`src/rtl/fifo_arb_pkg.sv`:
```
// Shared state type and index helpers for the FIFO write-port arbiter and its picker.
package fifo_arb_pkg;

    typedef enum logic {
        IDLE = 1'b0,
        LOCK = 1'b1
    } arb_state_e;

    function automatic int id_width(input int num_req);
        return (num_req > 1) ? $clog2(num_req) : 1;
    endfunction

    function automatic int rr_next(input int idx, input int num_req);
        return (idx + 1 >= num_req) ? 0 : idx + 1;
    endfunction

endpackage

```
`src/rtl/rr_pick.sv`:
```
// Rotating priority encoder: first set request at or after prio_ptr, wrapping modulo N.
// Latency: purely combinational.
// Backpressure: none; the caller qualifies the grant with its own ready conditions.
module rr_pick
    import fifo_arb_pkg::*;
#(
    parameter int N  = 4,
    parameter int IW = 2
) (
    input  logic [N-1:0]  req,
    input  logic [IW-1:0] prio_ptr,
    output logic [N-1:0]  grant,
    output logic [IW-1:0] grant_idx,
    output logic          grant_vld
);

    always_comb begin
        int idx;
        grant     = '0;
        grant_idx = '0;
        grant_vld = 1'b0;
        idx       = int'(prio_ptr);
        for (int k = 0; k < N; k++) begin
            if (!grant_vld && req[idx]) begin
                grant_vld = 1'b1;
                grant_idx = IW'(idx);
            end
            idx = rr_next(idx, N);
        end
        if (grant_vld) grant[grant_idx] = 1'b1;
    end

endmodule

```
`src/rtl/fifo_wr_arbiter.sv`:
```
// Round-robin arbiter sharing one FIFO write port among NUM_REQ producers, with burst lock.
// Latency: zero; the winner's payload is presented to the FIFO write port in the same cycle.
// Backpressure: every req_ready_o drops while fifo_full_i is high; a locked burst holds its place.
module fifo_wr_arbiter
    import fifo_arb_pkg::*;
#(
    parameter int NUM_REQ    = 4,
    parameter int DATA_WIDTH = 32,
    parameter int MAX_BURST  = 4,
    parameter int ID_WIDTH   = id_width(NUM_REQ)
) (
    input  logic                         clk,
    input  logic                         rst_n,
    input  logic [NUM_REQ-1:0]           req_valid_i,
    input  logic [NUM_REQ*DATA_WIDTH-1:0] req_data_i,
    output logic [NUM_REQ-1:0]           req_ready_o,
    input  logic                         fifo_full_i,
    output logic                         fifo_wren_o,
    output logic [ID_WIDTH+DATA_WIDTH-1:0] fifo_wdata_o,
    output logic [ID_WIDTH-1:0]          grant_id_o,
    output logic                         busy_o
);
    localparam int BW = $clog2(MAX_BURST + 1);

    arb_state_e          state;
    logic [ID_WIDTH-1:0] prio_ptr;
    logic [ID_WIDTH-1:0] owner;
    logic [BW-1:0]       beat_cnt;

    logic [NUM_REQ-1:0]    pick_grant;
    logic [ID_WIDTH-1:0]   pick_idx;
    logic                  pick_vld;
    logic [NUM_REQ-1:0]    grant;
    logic [ID_WIDTH-1:0]   grant_id;
    logic [DATA_WIDTH-1:0] payload;

    rr_pick #(
        .N  (NUM_REQ),
        .IW (ID_WIDTH)
    ) u_pick (
        .req       (req_valid_i),
        .prio_ptr  (prio_ptr),
        .grant     (pick_grant),
        .grant_idx (pick_idx),
        .grant_vld (pick_vld)
    );

    // Reset gates the grant combinationally so a reset cycle never writes.
    always_comb begin
        grant    = '0;
        grant_id = '0;
        if (rst_n) begin
            if (state == IDLE) begin
                if (pick_vld) begin
                    grant    = pick_grant;
                    grant_id = pick_idx;
                end
            end else begin
                grant[owner] = req_valid_i[owner];
                grant_id     = owner;
            end
        end
    end

    assign payload      = req_data_i[int'(grant_id) * DATA_WIDTH +: DATA_WIDTH];
    assign req_ready_o  = grant & {NUM_REQ{~fifo_full_i}};
    assign fifo_wren_o  = |(req_ready_o & req_valid_i);
    assign grant_id_o   = grant_id;
    assign fifo_wdata_o = rst_n ? {grant_id, payload} : '0;
    assign busy_o       = rst_n && (state == LOCK);

    always_ff @(posedge clk) begin
        if (!rst_n) begin
            state    <= IDLE;
            prio_ptr <= '0;
            owner    <= '0;
            beat_cnt <= '0;
        end else begin
            case (state)
                IDLE: begin
                    if (fifo_wren_o) begin
                        owner    <= pick_idx;
                        beat_cnt <= BW'(1);
                        prio_ptr <= ID_WIDTH'(rr_next(int'(pick_idx), NUM_REQ));
                        if (MAX_BURST > 1) state <= LOCK;
                    end
                end
                LOCK: begin
                    // Owner dropping valid releases at once; a stall on full keeps the lock.
                    if (!req_valid_i[owner]) begin
                        state    <= IDLE;
                        beat_cnt <= '0;
                    end else if (fifo_wren_o) begin
                        if (int'(beat_cnt) + 1 == MAX_BURST) begin
                            state    <= IDLE;
                            beat_cnt <= '0;
                        end else begin
                            beat_cnt <= beat_cnt + BW'(1);
                        end
                    end
                end
                default: state <= IDLE;
            endcase
        end
    end

    assert property (@(posedge clk) disable iff (!rst_n) !(fifo_wren_o && fifo_full_i));

endmodule

```
`config.mk`:
```
export PLATFORM = sky130hd
export DESIGN_NAME = fifo_wr_arbiter
export DESIGN_NICKNAME = d
export VERILOG_FILES = /design/src/rtl/fifo_arb_pkg.sv /design/src/rtl/rr_pick.sv /design/src/rtl/fifo_wr_arbiter.sv
export SDC_FILE = /design/constraint.sdc
export NUM_CORES = 1
export LEC_CHECK = 0
export ABC_AREA = 0
export CAP_MARGIN = 10
export CORE_MARGIN = 2
export CORE_UTILIZATION = 36
export DETAILED_ROUTE_END_ITERATION = 6
export GPL_TIMING_DRIVEN = 1
export PLACE_DENSITY = 0.88
export SLEW_MARGIN = 20
export SYNTH_ARGS = -nofsm -noshare
export SYNTH_HDL_FRONTEND = slang
export SYNTH_HIERARCHICAL = 1
export SYNTH_SLANG_ARGS = --single-unit
```
`constraint.sdc`:
```
create_clock -name clk -period 5.2 [get_ports clk]
set_input_delay 1.04 -clock clk [delete_from_list [all_inputs] [get_ports clk]]
set_output_delay 1.04 -clock clk [all_outputs]
set_load 0.005 [all_outputs]
```
==> flow_summary.toml <==
[yosys]
synthDistinctLibCells = 57
synth_ff_type = "dfxtp_1"
synth_cells = 265
synth_most_common_cell = "mux2i_1"
synth-edff-count = 0
synth_top_area_share_pct = 32.28
synth.net_count = 405
ys_seq_area_share_pct = 7.378
ys_seq_elements = 8
async_reset_ff_share_pct = 0
syn_avg_cell_area_um2 = 8.192
syn_area_um2 = 2171
yosysTopAreaCell = "mux2i_1"
ys_top_cells_by_area = "mux2i_1 32%, o22ai_1 9.5%, dfxtp_1 7.4%, nand2_1 4.7%, buf_6 4.1%"
ys.warnings.count = 6
synthTopCellsByCount = "70 x mux2i_1, 33 x o22ai_1, 27 x nand2_1"

[power_and_ir_drop]
p_leak_nw = 1.534
power.density_nw_per_um2 = 250.4
power.ir.vdd_worst_v = 0.0003059

[hold_path]
hold_path_class = "flop to flop"

[run_status]
status = "finished clean"

[floorplan]
die_area_um2 = 6668
num_io_pins = 177
die_x_um = 81.66
core_area_um2 = 5886
rows = 28
die_y_um = 81.66
start_util_pct = 36.88

[setup_path]
cp_data_arrival_time_ps = 4070
crit_type = "primary input to primary output"
critPathRequiredTime_ps = 4160
crit_path_start_kind = "primary input"
worstPathMaxFanout = 13
end_kind = "primary output"

[timing]
finalWorstSetupSlack_ps = 85.40
maxSlewViolCount = 0
skew_ps = 0.9899
holdWs_ps = 489.0
finalSetupViolCount = 0
timing.final.crit_period_ps = 5115
post-route-period-util_pct = 98.36
finalHoldViolCount = 0
slew-limit-headroom_pct = 52.27
max_freq_mhz = 195.5
tightest_slew_ps = 715.0

[clock_network]
h-tree-depth = 1
cts_hold_buf = 0
path_clk_slew_ps = 40
cts-root-buf = "clkbuf_8"
cts_buffers = 3
cts_sinks = 8
clkLatencyLatePin_ps = 230
cts.path.max_buffers = 2
cts_tree = "done"

[detailed_routing]
postRouteAntennaNets = 0
vias = 2857
drt_wl_total_mm = 9.282
routed_via_density = 5.526
drt-initial-drc-count = 101
wl_per_cell_um = 17.95
drt_pre_antenna_iters = 4
drcViolationCount = 0

[place]
portBuffers = 176
hpwl_mm = 7.478
gp_congestion = 0.9128
dp_slack_ps = 19.22

[global_routing]
grt_pass1_vias = 2613
antenna_found_initial = 0
track_usage_pct = 24.27
overflow = 0
grt_pass1_wl_mm = 12.81
grt_max_degree = 34

[cells_and_area]
insertedDiodeCount = 0
num-nets-final = 584
drive_above_1_share_pct = 13.80
area_growth_pct = 92.56

[run]
maxCapViolations = 0
-- area by class of cell --
cell class | instances | area, um2
Timing Repair Buffer | 198 | 2001
Multi-Input combinational cell | 225 | 1854
Clock buffer | 3 | 41.29
Tap cell | 75 | 93.84
Sequential cell | 8 | 160.2
Fill cell | 441 | 1705
Inverter | 8 | 30.03
-- per-stage QoR --
stage	TNS, ps	power, mW	area (um2)	cells	util (%)
floorplan	0	0.5838	2171	265	-
global placement	0	0.9072	4020	507	68.30
detailed placement	0	0.9266	4020	507	68.30
CTS	0	1.003	4061	510	69.01
global route	-0.6017	1.116	4180	517	71.02
finish	0	1.047	4180	517	71.02
-- layer usage --
metal,GRT usage (%),vias up,share of wire (%)
met3,6.154,11,9.9
met5,0,-,0
li1,-,1366,-
met2,44.10,129,50
met1,29.26,1351,38
met4,3.667,0,1.4
-- worst paths after layout --
check,from,to,slack [ps],cells after the start
worst max-delay path,req_valid_i[2],fifo_wdata_o[18],90,14
worst min-delay path,beat_cnt[2]$_SDFFE_PN0P_,beat_cnt[2]$_SDFFE_PN0P_,490,2
worst max register to register,prio_ptr[0]$_SDFFE_PN0P_,beat_cnt[0]$_SDFFE_PN0P_,1620,12
worst min register to register,beat_cnt[2]$_SDFFE_PN0P_,beat_cnt[2]$_SDFFE_PN0P_,490,2
-- kinds of logic after synthesis --
kind of cell	Yosys count	synth area share, %
multiplexers	76	36.37
AND/OR/NAND/NOR	73	18.85
AO/OA/AOI/OAI	71	25.25
buffers and inverters	32	9.280
flip-flops	8	7.377
adder cells (fa/ha/maj)	5	2.882
-- what timing repair did --
item	4_1_cts	5_1_grt
endpoints found under the setup margin	0	32
resized for setup	0	12
endpoints found under the hold margin	0	0
setup buffers	0	7
-- critical path, stage by stage --
cell             delay [ps]
clkdlybuf4s50_1         480
buf_4                   170
and3b_1                 250
a2111oi_4                80
a211o_2                 340
a21o_4                  240
nand2_1                  60
o21ai_1                  60
and2_4                  220
buf_12                  150
buf_12                  150
mux2i_1                 120
o22ai_1                 170
clkdlybuf4s50_1         530
-- power by group --
group | internal [mW] | switching [mW]
logic | 0.496 | 0.365
clock network | 0.0500 | 0.0227
registers | 0.0737 | 0.0386
total | 0.620 | 0.427
-- cell usage in the layout (no fill, tap or decap), types with 2 or more instances in the layout --
cell type        instances
clkdlybuf4s50_1        173
mux2i_1                 68
o22ai_1                 32
nand2_1                 27
buf_4                   16
nor2_1                   9
dfxtp_1                  8
inv_1                    5
nand2b_1                 5
a21oi_1                  5
ha_1                     5
buf_12                   5
o21ai_1                  4
nor2b_1                  4
a32oi_1                  4
o21ai_0                  4
inv_2                    3
mux2i_2                  3
nand3_1                  3
clkbuf_8                 3
dlymetal6s2s_1           3
nor3_1                   3
and2_4                   2
o32ai_2                  2
and2_1                   2
nand4_1                  2
a31oi_1                  2
or3b_2                   2
o21a_1                   2
mux2_2                   2
mux2_4                   2
a211o_2                  2
-- registers in the layout, summed over array words and instances (netlist names) --
| name | count |
|---|---|
| beat_cnt | 3 |
| owner | 2 |
| prio_ptr | 2 |
| state | 1 |
No activity file was read; power rests on OpenSTA's default activity.
